## src/rtl/custom_buff_use_sequencer.sv

```systemverilog
// rtl/custom_buff_use_sequencer.sv - step sequencer driving the buffer-usage schedule
//
// Walks a fixed step schedule (cnt 0..LAST_CNT) after a start request and
// presents the per-step enable vector for the four operand buffers. It also
// keeps one read pointer per buffer, and each pointer advances on every edge
// where its buffer is enabled.
//
// Ports:
//   clk        - system clock, rising edge
//   rst_n      - asynchronous active-low reset
//   start      - run request, sampled in IDLE only
//   stall      - freezes cnt and pointers, masks buff_use
//   abort      - synchronous cancel while running, no done pulse
//   busy       - high while running
//   done       - one-cycle pulse after the last step
//   cnt        - current step index (registered)
//   buff_use   - buffer enables for the current step, bit3 = buffer 3
//   rd_addr0-3 - per-buffer read pointers (registered)

module custom_buff_use_sequencer #(
  parameter int unsigned LAST_CNT = 25,
  parameter int unsigned ADDR_W   = 4
) (
  input  logic              clk,
  input  logic              rst_n,
  input  logic              start,
  input  logic              stall,
  input  logic              abort,
  output logic              busy,
  output logic              done,
  output logic [4:0]        cnt,
  output logic [3:0]        buff_use,
  output logic [ADDR_W-1:0] rd_addr0,
  output logic [ADDR_W-1:0] rd_addr1,
  output logic [ADDR_W-1:0] rd_addr2,
  output logic [ADDR_W-1:0] rd_addr3
);

  localparam logic [4:0]        LAST  = 5'(LAST_CNT);
  localparam logic [ADDR_W-1:0] ONE_A = ADDR_W'(1);

  typedef enum logic [1:0] {
    IDLE = 2'd0,
    RUN  = 2'd1,
    DONE = 2'd2
  } state_t;

  state_t            state;
  logic [ADDR_W-1:0] rd_addr [4];

  function automatic logic [3:0] sched_lookup(input logic [4:0] c);
    logic [3:0] v;
    v = 4'b0000;
    case (c)
      5'd5:  v = 4'b1000;
      5'd6:  v = 4'b1100;
      5'd7:  v = 4'b0110;
      5'd8:  v = 4'b0010;
      5'd9:  v = 4'b1001;
      5'd10: v = 4'b1101;
      5'd11: v = 4'b1000;
      5'd12: v = 4'b1110;
      5'd13: v = 4'b0100;
      5'd14: v = 4'b0110;
      5'd15: v = 4'b0000;
      5'd16: v = 4'b0011;
      5'd17: v = 4'b1011;
      5'd18: v = 4'b0001;
      5'd19: v = 4'b1101;
      5'd20: v = 4'b1000;
      5'd21: v = 4'b1100;
      5'd22: v = 4'b0010;
      5'd23: v = 4'b0011;
      5'd24: v = 4'b1001;
      5'd25: v = 4'b1000;
      default: v = 4'b0000;
    endcase
    return v;
  endfunction

  // Combinational on purpose: stall must blank the enables in the same cycle.
  assign buff_use = (state == RUN && !stall) ? sched_lookup(cnt) : 4'b0000;

  assign rd_addr0 = rd_addr[0];
  assign rd_addr1 = rd_addr[1];
  assign rd_addr2 = rd_addr[2];
  assign rd_addr3 = rd_addr[3];

  always_ff @(posedge clk or negedge rst_n) begin
    if (!rst_n) begin
      state <= IDLE;
      cnt   <= 5'd0;
      busy  <= 1'b0;
      done  <= 1'b0;
      for (int i = 0; i < 4; i++) rd_addr[i] <= '0;
    end else begin
      done <= 1'b0;
      case (state)
        IDLE: begin
          if (start) begin
            state <= RUN;
            busy  <= 1'b1;
            cnt   <= 5'd0;
            for (int i = 0; i < 4; i++) rd_addr[i] <= '0;
          end
        end
        RUN: begin
          // A pointer advances whenever its enable is presented, including
          // the final step and an aborting cycle; wrap is silent.
          for (int i = 0; i < 4; i++) begin
            if (buff_use[i]) rd_addr[i] <= rd_addr[i] + ONE_A;
          end
          if (abort) begin
            state <= IDLE;
            busy  <= 1'b0;
            cnt   <= 5'd0;
          end else if (!stall) begin
            if (cnt == LAST) begin
              state <= DONE;
              busy  <= 1'b0;
              done  <= 1'b1;
            end else begin
              cnt <= cnt + 5'd1;
            end
          end
        end
        DONE: begin
          state <= IDLE;
        end
        default: begin
          state <= IDLE;
          busy  <= 1'b0;
        end
      endcase
    end
  end

endmodule

```

## config.mk

```make
export PLATFORM = sky130hd
export DESIGN_NAME = custom_buff_use_sequencer
export DESIGN_NICKNAME = d
export VERILOG_FILES = /design/src/rtl/custom_buff_use_sequencer.sv
export SDC_FILE = /design/constraint.sdc
export NUM_CORES = 1
export LEC_CHECK = 0
export CORE_ASPECT_RATIO = 0.75
export CORE_MARGIN = 1
export CORE_UTILIZATION = 57
export CTS_BUF_LIST = sky130_fd_sc_hd__clkbuf_4
export DETAILED_ROUTE_END_ITERATION = 8
export PLACE_DENSITY = 0.91
export SYNTH_ARGS = -nofsm -noshare
export SYNTH_HDL_FRONTEND = slang
export SYNTH_SLANG_ARGS = --single-unit
```

## constraint.sdc

```tcl
create_clock -name clk -period 5 [get_ports clk]
set_input_delay 1 -clock clk [delete_from_list [all_inputs] [get_ports clk]]
set_output_delay 1 -clock clk [all_outputs]
set_load 0.1 [all_outputs]
```

---- Word-level counts from Yosys, hierarchy flattened ----
Memory sizes are Yosys's and may differ from the RTL's.
Cells that the tools add are included.
word-level totals
  register bits ........................... 25
  output and inout port bits .............. 27
  word-level logic and storage cells ...... 63
  bits of input ports ..................... 5
  bits in read-only memories .............. 128
  memories kept ........................... 1
operators by class
  eq/ne operators ......................... 11
  reduce and logical (&&, ||, !) cells .... 11
  mux-type cells .......................... 26
  add/sub/neg operators ................... 5
  bitwise operators ....................... 1
memory list
  name             words  bits a word  rd ports  clocked after memory_dff  write ports  line  RTL
  (no name shown)  32     4            1         0                         0            54    case (c)
operators with widths
  operator                                       number
  one-hot mux 16 bit (2 select lines)            1
  two-way mux 4 bit                              5
  two-way mux 5 bit                              4
  adder 4 x 1 -> 4 bit, second input constant    4
  two-way mux 16 bit                             1
  AND reduction 3 bit                            5
  != test 2 bit, second input constant           5
  one-hot mux 5 bit (2 select lines)             1
  two-way mux 1 bit                              8
  two-way mux 2 bit                              4
  AND reduction 4 bit                            2
  != test 3 bit, second input constant           2
  adder 5 x 1 -> 5 bit, second input constant    1
  == test 5 bit, second input constant           1
  one-hot mux 2 bit (2 select lines)             1
  != test 3 x 2 -> 1 bit, second input constant  1
  one-hot mux 1 bit (3 select lines)             1
  == test 2 x 1 -> 1 bit, second input constant  1
  == test 2 bit, second input constant           1
  zero test 2 bit                                1
  nonzero test 2 bit                             1
  logical AND 1 bit                              1
  zero test 1 bit                                1
  NOT 1 bit                                      1

---- Depth between registers and ports, before layout ----
Gate-level depths: netlist of run 1.
  depth after elaboration ................. 5
  gate-level depth with buffers ........... 9

---- Worst setup path before layout of run 1 ----
Ideal clock, no wire load.
  path type ............................... flip-flop to output port
  start ................................... reg cnt[1]
  end ..................................... out buff_use[3]
  arrival time ............................ 2.793 ns
  path buffers ............................ 0
  setup slack ............................. 1.207 ns
  cell stages (with the launch flop) ...... 6
  cell sequence ........................... dfrtp_1 inv_1 ha_1 mux2i_1 a221o_1 a31oi_4
on the way
  longest elaborated chain between the ends .. 2
ends and longest elaborated chain
  item                      line  RTL
  start, declared           31    output logic [4:0] cnt,
  start signal, assigned    123   cnt <= cnt + 5'd1;
  memory read (32 x 4 bit)  --
  two-way mux 4 bit         82    assign buff_use = (state == RUN && !stall) ? sched_lookup(cnt) : 4'b0000;
  end, declared             32    output logic [3:0] buff_use,
Every way passes these cells.

---- Worst setup path after layout of run 1 ----
  start ................................... in stall
  end ..................................... out buff_use[3]
on the way
  longest elaborated chain between the ends .. 3
ends and longest elaborated chain
  item               line  RTL
  start, declared    27    input logic stall,
  zero test 1 bit    --
  logical AND 1 bit  82
  two-way mux 4 bit  82
Every way passes these cells.

==> results.py, run 1 <==
metrics = {
    "outcome": {
        "status": "finished, final reports clean",
    },
    "yosys": {
        "async_reset_ff_frac": 1.000,
        "synth_most_common_cell": "dfrtp_1",
        "netlist_instances": 152,
        "synthFlopType": "dfrtp_1",
        "synth_edf_count": 0,
        "synth_top_area_cell": "dfrtp_1",
        "yosys-top-cells-area": "dfrtp_1, ha_1, nand2_1, mux2i_1, a22o_1",
        "ys_warn_count": 0,
        "syn_area_per_cell_um2": 10.12,
        "synth_commonest_cells": "dfrtp_1, nand2_1, ha_1",
        "synth.distinct_cells": 42,
        "netlist_area_mm2": 0.001538,
        "synth_nets": 169,
        "netlist.area_leader.share": 0.4068,
        "ys_ff_latch": 25,
        "synth.yosys.seq_area_share": 0.4068,
    },
    "die": {
        "dieArea_mm2": 0.002912,
        "fp.dieW_um": 61.98,
        "core.rowCount": 15,
        "fp.coreArea_mm2": 0.002421,
        "die_height_um": 46.98,
        "ios": 32,
        "initial_core_util": 0.6351,
    },
    "layout": {
        "register_area_um2": 625.6,
        "area_growth_pct": 22.54,
        "final_nets": 201,
        "fill_cells": 161,
        "layout-drive-gt1-share": 0.1148,
        "diodes": 0,
        "multi_input_area_um2": 850.8,
    },
    "routing": {
        "vias": 1271,
        "routed_wl_mm": 3.367,
        "ant_nets": 0,
        "firstDrtPassIters": 4,
        "wire_per_inst_um": 15.52,
        "drcViolationCount": 0,
        "drtIter0Drc": 72,
        "viasPerCell": 5.857,
    },
    "sta": {
        "slew_headroom": 0.2456,
        "timing.fmax_ghz": 0.2602,
        "tightest_slew_ns": 1.128,
        "tns_ns": 0,
        "fin_ws_ns": 1.157,
        "hold_viol": 0,
        "finClkSkew_ns": 0.003444,
        "period_needed_ns": 3.843,
        "finalCritPeriodShare": 0.7687,
        "grt_setup_unrepaired": "false",
        "slew_viol_final": 0,
        "setup_violations": 0,
    },
    "setup_path": {
        "endpoint_kind": "output port",
        "crit_required_ns": 4.00,
        "crit_type": "input pin to output port",
        "crit_start": "stall",
        "critPathLaunchType": "input pin",
        "r2r_start": "cnt[0]",
        "arrival_ns": 2.84,
        "crit_path_max_fanout": 6,
    },
    "power": {
        "p_per_area_mw_per_mm2": 248.1,
        "irDropWorstVdd_v": 0.0001684,
        "leakagePower_uw": 0.0008686,
    },
    "cts": {
        "clk_latency_ns": 0.32,
        "cts_resized": 0,
        "htree_levels": 1,
        "cts_tree": "yes",
        "cts_sinks": 25,
        "cts_hold_buf": 0,
        "cts.clk_slew.worst_paths_ns": 0.13,
        "post_cts_buffers": 0,
        "cts_root_buf": "clkbuf_4",
        "cts_max_path_buffers": 2,
        "cts_made_buffers": 3,
    },
    "global_route": {
        "grt_overflow": 0,
        "grt_pass1_wl_mm": 5.299,
        "grtUsageTotal": 0.2596,
        "antenna_found_initial": 0,
        "grt_max_degree": 26,
        "grt_pass1_vias": 1166,
    },
    "placement": {
        "gp_congestion": 0.9397,
        "dp_hpwl_mm": 2.479,
        "io_buffers": 31,
        "preCtsSetupSlack_ns": 1.169,
    },
    "worst_hold_path": {
        "worst_hold_startpoint": "rd_addr1[3]",
        "hold_path.class": "flip-flop to flip-flop",
    },
    "run": {
        "drv_cap": 0,
    },
}
## worst paths after layout
check                                   end  slack (ns)  cells after the start
worst min-delay path            rd_addr1[3]        0.51                      1
max in group asynchronous       rd_addr1[0]        3.07                      1
min in group asynchronous       rd_addr3[3]        1.26                      1
worst max-delay path            buff_use[3]        1.16                      5
worst min register to register  rd_addr1[3]        0.51                      1
worst max register to register  rd_addr0[3]        2.70                      8
## stage by stage
step	total power, uW	std cells	hold WS [ns]	utilization	instance area, um2
floorplan	333.1	152	0.6244	-	1538
detailed placement	372.0	213	0.4850	0.7659	1854
global route	486.6	217	0.5357	0.7783	1884
CTS	467.5	217	0.5168	0.7783	1884
global placement	368.1	213	0.4583	0.7659	1854
finish	467.5	217	0.5098	0.7783	1884
## cell usage in the layout, fill, tap and decap left out, types with 3 or more instances in the layout
master,synthesis,layout
clkdlybuf4s50_1,0,27
clkbuf_4,0,4
o21ai_0,8,8
mux2i_1,6,6
a22o_1,6,6
inv_1,7,7
nor2_1,9,9
nor2b_1,3,3
dfrtp_1,25,25
ha_1,12,12
nand2b_1,4,4
nand2_1,18,18
nand3_1,9,9
o211ai_1,3,3
o31ai_1,3,3
buf_4,1,4
## worst max-delay path, cell delays in order
cell	delay, ns
clkdlybuf4s50_1	0.50
or3b_4	0.46
a221o_1	0.31
a31oi_4	0.23
buf_4	0.34
## sequential cells by signal, summed over array words and instances, names as in the netlist
signal,flops
rd_addr1,4
state,2
done,1
rd_addr2,4
cnt,5
rd_addr0,4
busy,1
rd_addr3,4
## cell type report
type                       count  area share
clock buffer                   4     0.01594
inverter                       8     0.01859
multi-input combinational    115      0.4515
sequential                    25      0.3320
tap                           34     0.02258
timing repair buffer          31      0.1594
## layer usage
metal | global-route usage | wire [um]
met3 | 0.06612 | 162
met2 | 0.4596 | 1668
met5 | 0 | 0
met4 | 0.05333 | 23
met1 | 0.3236 | 1513
## cell families (layout without fill, tap and decap cells)
group / count (synthesis) / after routing / synth area share
DFF: 25 / 25 / 0.4068
buffers and inverters: 12 / 43 / 0.03988
AOI/OAI and AO/OA: 33 / 33 / 0.1798
and+or+nand+nor: 58 / 58 / 0.1928
xor gates and xnor gates: 3 / 3 / 0.01709
adders and majority gates: 12 / 12 / 0.09764
muxes: 9 / 9 / 0.06591
## power by group
| group | leakage (uW) | total, uW | internal [uW] | switching (uW) |
|---|---|---|---|---|
| logic | 0.000509 | 140 | 38.8 | 101 |
| registers | 0.000342 | 230 | 211 | 18.6 |
| clock network | 0.0000184 | 97.5 | 36.7 | 60.8 |
| total | 0.000869 | 467 | 287 | 181 |
No activity file was read; power rests on OpenSTA's default activity.
==> run 2, diff against run 1 <==
--- a/config.mk
+++ b/config.mk
@@ -7,10 +7,10 @@
 export LEC_CHECK = 0
 export CORE_ASPECT_RATIO = 0.75
 export CORE_MARGIN = 1
-export CORE_UTILIZATION = 57
+export CORE_UTILIZATION = 53
 export CTS_BUF_LIST = sky130_fd_sc_hd__clkbuf_4
 export DETAILED_ROUTE_END_ITERATION = 8
-export PLACE_DENSITY = 0.91
+export PLACE_DENSITY = 0.85
 export SYNTH_ARGS = -nofsm -noshare
 export SYNTH_HDL_FRONTEND = slang
 export SYNTH_SLANG_ARGS = --single-unit
==> constraint.sdc (replaced) <==
create_clock -name clk -period 3.6 [get_ports clk]
set_input_delay 0.72 -clock clk [delete_from_list [all_inputs] [get_ports clk]]
set_output_delay 0.72 -clock clk [all_outputs]
set_load 0.1 [all_outputs]
==> results.py, run 2 (synthesized netlist as in run 1, its figures left out) <==
metrics = {
    "outcome": {
        "status": "finished, final reports clean",
    },
    "setup_path": {
        "cp_top_family": "buffers and inverters",
        "crit_required_ns": 2.88,
        "endpoint_kind": "output port",
        "crit_type": "input pin to output port",
        "critPathSlowestCell": "clkdlybuf4s50_1",
        "arrival_ns": 2.47,
        "max_stage_delay_ns": 0.50,
        "cp_cell_sequence": "clkdlybuf4s50_1 -> or3b_4 -> a221o_1 -> a31oi_4 -> buf_12",
        "critPathLaunchType": "input pin",
        "crit_buf_inv": 2,
        "crit_path_max_fanout": 6,
    },
    "die": {
        "ios": 32,
        "core.rowCount": 16,
        "initial_core_util": 0.5732,
        "fp.coreArea_mm2": 0.002683,
        "dieArea_mm2": 0.003123,
        "fp.dieW_um": 64.20,
        "die_height_um": 48.65,
    },
    "run": {
        "drv_cap": 0,
    },
    "cts": {
        "cts_hold_buf": 0,
        "cts_tree": "yes",
        "cts_resized": 0,
        "post_cts_buffers": 0,
        "cts_root_buf": "clkbuf_4",
        "clk_latency_ns": 0.32,
        "cts.clk_slew.worst_paths_ns": 0.13,
        "htree_levels": 1,
        "cts_max_path_buffers": 2,
        "cts_sinks": 25,
        "cts_made_buffers": 3,
    },
    "sta": {
        "finClkSkew_ns": 0.004114,
        "slew_headroom": 0.3420,
        "tns_ns": 0,
        "timing.fmax_ghz": 0.3131,
        "period_needed_ns": 3.194,
        "tightest_slew_ns": 0.9839,
        "hold_viol": 0,
        "grt_setup_unrepaired": "false",
        "finalCritPeriodShare": 0.8872,
        "setup_violations": 0,
        "slew_viol_final": 0,
    },
    "global_route": {
        "antenna_found_initial": 0,
        "grtUsageTotal": 0.2365,
        "grt_overflow": 0,
        "grt_pass1_wl_mm": 5.699,
        "grt_max_degree": 26,
        "grt_pass1_vias": 1219,
    },
    "layout": {
        "final_cell_mix": "dfrtp_1, clkdlybuf4s50_1, nand2_1, ha_1",
        "largest_register": "cnt",
        "final_nets": 202,
        "area_growth_pct": 24.82,
        "largest_register_ffs": 5,
        "diodes": 0,
        "fill_cells": 209,
        "finalNonFillerCells": 220,
        "layout-drive-gt1-share": 0.1467,
        "final_common_cell": "dfrtp_1",
    },
    "placement": {
        "dp_hpwl_mm": 2.470,
        "io_buffers": 31,
        "post-place-cells": 216,
        "gp_congestion": 0.8614,
    },
    "power": {
        "p_int_uw": 397.9,
        "p_comb_frac": 0.298,
        "pwr-share-clk": 0.208,
        "leakagePower_uw": 0.0008913,
        "p_per_area_mw_per_mm2": 335.3,
        "p_sw_frac": 0.3817,
        "irDropWorstVdd_v": 0.0002030,
        "pwr-share-seq": 0.494,
        "p_sw_uw": 245.6,
    },
    "routing": {
        "wire_per_inst_um": 14.74,
        "viasPerCell": 5.741,
        "ant_nets": 0,
        "drtIter0Drc": 36,
        "firstDrtPassIters": 4,
        "drcViolationCount": 0,
        "vias": 1263,
        "routed_wl_mm": 3.243,
    },
    "worst_hold_path": {
        "hold_path.class": "flip-flop to flip-flop",
    },
}
## run 2: cell types whose count changed in the layout (fill, tap and decap cells not counted)
cell / change
buf_4: +3
buf_12: +3
clkdlybuf4s50_1: -5
## run 2: path summary, 6_finish.rpt
| path | depth (start not counted) | slack [ns] | endpoint | from |
|---|---|---|---|---|
| worst min register to register | 1 | 0.49 | rd_addr1[3] | rd_addr1[3] |
| worst max register to register | 7 | 1.27 | rd_addr3[0] | cnt[0] |
| min in group asynchronous | 2 | 0.76 | rd_addr2[1] | rst_n |
| worst max-delay path | 5 | 0.41 | buff_use[3] | stall |
| worst min-delay path | 1 | 0.49 | rd_addr1[3] | rd_addr1[3] |
| max in group asynchronous | 2 | 2.60 | cnt[1] | rst_n |
## run 2: layout make-up
class | instances | area [um2] | share of cell area
multi-input cells | 115 | 850.8 | 0.4433
flip-flops and latches | 25 | 625.6 | 0.3259
repair buffers | 32 | 332.8 | 0.1734
well taps | 36 | 45.04 | 0.02347
inverters | 8 | 35.03 | 0.01825
clock buffers | 4 | 30.03 | 0.01565
## run 2: routing by layer
layer | GRT usage | routed length (um) | up-vias
li1 | - | - | 615
met1 | 0.2988 | 1432 | 603
met2 | 0.4149 | 1619 | 41
met3 | 0.05189 | 154 | 4
met4 | 0.05185 | 36 | 0
met5 | 0 | 0 | -
## run 2: through the flow
stage	setup slack (ns)	utilization	power, uW	cell area [um2]	hold slack [ns]
floorplan	0.08736	-	462.6	1538	0.4244
global placement	0.4382	0.7043	510.2	1889	0.4600
detailed placement	0.4113	0.7043	515.3	1889	0.4734
CTS	0.4125	0.7155	646.2	1919	0.4912
global route	0.3507	0.7155	669.4	1919	0.5157
finish	0.4059	0.7155	643.5	1919	0.4883
## run 2: worst register-to-register path, delay by kind of cell, from the launching register on
kind	cells	cell delay [ns]
adder cells (fa/ha/maj)	1	0.34
buffers and inverters	1	0.13
flip-flops	1	0.63
AO/OA/AOI/OAI	3	0.77
multiplexers	2	0.37
## run 2: power groups by stage
stage / Combinational [uW] / Clock, uW / Sequential (uW)
after global placement: 188 / 0 / 322
after floorplan: 62.9 / 0 / 400
after CTS: 192 / 136 / 318
after global routing: 202 / 146 / 321
after detailed placement: 192 / 0 / 323
final: 192 / 134 / 318
==> run 3, diff against run 2 <==
--- a/config.mk
+++ b/config.mk
@@ -10,7 +10,7 @@
 export CORE_UTILIZATION = 53
 export CTS_BUF_LIST = sky130_fd_sc_hd__clkbuf_4
 export DETAILED_ROUTE_END_ITERATION = 8
-export PLACE_DENSITY = 0.85
+export PLACE_DENSITY = 0.82
 export SYNTH_ARGS = -nofsm -noshare
 export SYNTH_HDL_FRONTEND = slang
 export SYNTH_SLANG_ARGS = --single-unit
==> results.py, run 3 (synthesized netlist as in run 1, its figures left out) <==
metrics = {
    "setup_path": {
        "critPathLaunchType": "input pin",
        "r2r_start": "cnt[1]",
        "arrival_ns": 2.48,
        "reg2reg_setup_slack_ns": 1.26,
        "r2r_cells": 7,
        "crit_path_max_fanout": 6,
        "crit_required_ns": 2.88,
        "endpoint_kind": "output port",
        "r2r-end": "cnt[4]",
        "crit_type": "input pin to output port",
    },
    "placement": {
        "dp_hpwl_mm": 2.323,
        "placed_area_mm2": 0.001889,
        "preCtsSetupSlack_ns": 0.4003,
        "io_buffers": 31,
        "gp_congestion": 0.8558,
        "post-place-cells": 216,
    },
    "global_route": {
        "grtUsageTotal": 0.2154,
        "grt_pass1_vias": 1201,
        "antenna_found_initial": 0,
        "grt_pass1_wl_mm": 5.264,
        "grt_overflow": 0,
        "grt_max_degree": 26,
    },
    "layout": {
        "final_nets": 202,
        "final_common_cell": "dfrtp_1",
        "largest_register_ffs": 5,
        "fin_area_mm2": 0.001917,
        "final_cell_mix": "dfrtp_1, clkdlybuf4s50_1, nand2_1, ha_1",
        "layout-drive-gt1-share": 0.1467,
        "largest_register": "cnt",
        "finalNonFillerCells": 220,
        "area_growth_pct": 24.65,
        "diodes": 0,
    },
    "sta": {
        "finalCritPeriodShare": 0.8891,
        "timing.fmax_ghz": 0.3124,
        "grt_setup_unrepaired": "false",
        "tns_ns": 0,
        "period_needed_ns": 3.201,
        "finClkSkew_ns": 0.004213,
        "tightest_slew_ns": 0.9699,
        "hold_viol": 0,
        "slew_viol_final": 0,
        "fin_ws_ns": 0.3993,
        "slew_headroom": 0.3514,
        "setup_violations": 0,
    },
    "routing": {
        "vias": 1278,
        "wire_per_inst_um": 14.35,
        "viasPerCell": 5.809,
        "drcViolationCount": 0,
        "ant_nets": 0,
        "routed_wl_mm": 3.156,
        "firstDrtPassIters": 4,
        "drtIter0Drc": 37,
    },
    "die": {
        "fp.coreArea_mm2": 0.002683,
        "initial_core_util": 0.5732,
        "core.rowCount": 16,
        "dieArea_mm2": 0.003123,
        "die_height_um": 48.65,
        "ios": 32,
        "fp.dieW_um": 64.20,
    },
    "run": {
        "drv_cap": 0,
    },
    "worst_hold_path": {
        "hold_path.class": "flip-flop to flip-flop",
        "worst_hold_startpoint": "rd_addr0[3]",
        "whs_path_depth": 1,
        "hold_path_end": "rd_addr0[3]",
    },
    "cts": {
        "cts_max_path_buffers": 2,
        "cts_resized": 0,
        "cts_made_buffers": 3,
        "cts_sinks": 25,
        "cts_tree": "yes",
        "clk_latency_ns": 0.32,
        "cts_root_buf": "clkbuf_4",
        "cts_hold_buf": 0,
        "post_cts_buffers": 0,
        "cts.clk_slew.worst_paths_ns": 0.13,
        "htree_levels": 1,
    },
    "power": {
        "leakagePower_uw": 0.0008906,
        "irDropWorstVdd_v": 0.0002126,
        "power_uw": 633.9,
        "p_per_area_mw_per_mm2": 330.7,
    },
    "outcome": {
        "status": "finished, final reports clean",
    },
}
-- run 3: changes by cell type in the layout (fill, tap and decap cells not counted), sizes merged --
| cell | previous run | this run |
|---|---|---|
| clkinv | 1 | 2 |
| clkbuf | 4 | 3 |
-- run 3: final cells by class --
| type | instances | area (um2) |
|---|---|---|
| Multi-Input combinational cell | 115 | 850.8 |
| Fill cell | 216 | 765.7 |
| Sequential cell | 25 | 625.6 |
| Timing Repair Buffer | 32 | 332.8 |
| Tap cell | 36 | 45.04 |
| Inverter | 8 | 35.03 |
| Clock buffer | 3 | 22.52 |
| Clock inverter | 1 | 5.005 |
-- run 3: worst max-delay path by stage --
stage	from	endpoint	slack, ns	cells after the start
detailed placement	stall	buff_use[3]	0.40	5
finish	stall	buff_use[3]	0.40	5
global route	cnt[0]	buff_use[0]	0.33	7
floorplan	cnt[1]	buff_use[3]	0.09	5
global placement	stall	buff_use[3]	0.44	5
CTS	stall	buff_use[3]	0.40	5
-- run 3: per-stage QoR --
stage	util	hold WS [ns]
detailed placement	0.7043	0.4632
finish	0.7146	0.4808
global route	0.7146	0.5274
global placement	0.7043	0.4591
floorplan	-	0.4244
CTS	0.7146	0.4828
-- run 3: layer usage --
| layer | share of wire | track usage | up-vias | routed length (um) |
|---|---|---|---|---|
| li1 | - | - | 612 | - |
| met1 | 0.44 | 0.2691 | 615 | 1401 |
| met2 | 0.49 | 0.3759 | 47 | 1549 |
| met3 | 0.058 | 0.05425 | 4 | 182 |
| met4 | 0.0070 | 0.04815 | 0 | 22 |
| met5 | 0 | 0 | - | 0 |
-- run 3: power by group --
part / switching [uW] / internal (uW)
combinational: 138 / 53.5
clock: 82.4 / 41.6
sequential: 25.3 / 294
total: 245 / 389
-- run 3: worst max-delay path, stage by stage --
cell,delay (ns)
clkdlybuf4s50_1,0.50
or3b_4,0.46
a221o_1,0.31
a31oi_4,0.27
buf_12,0.22
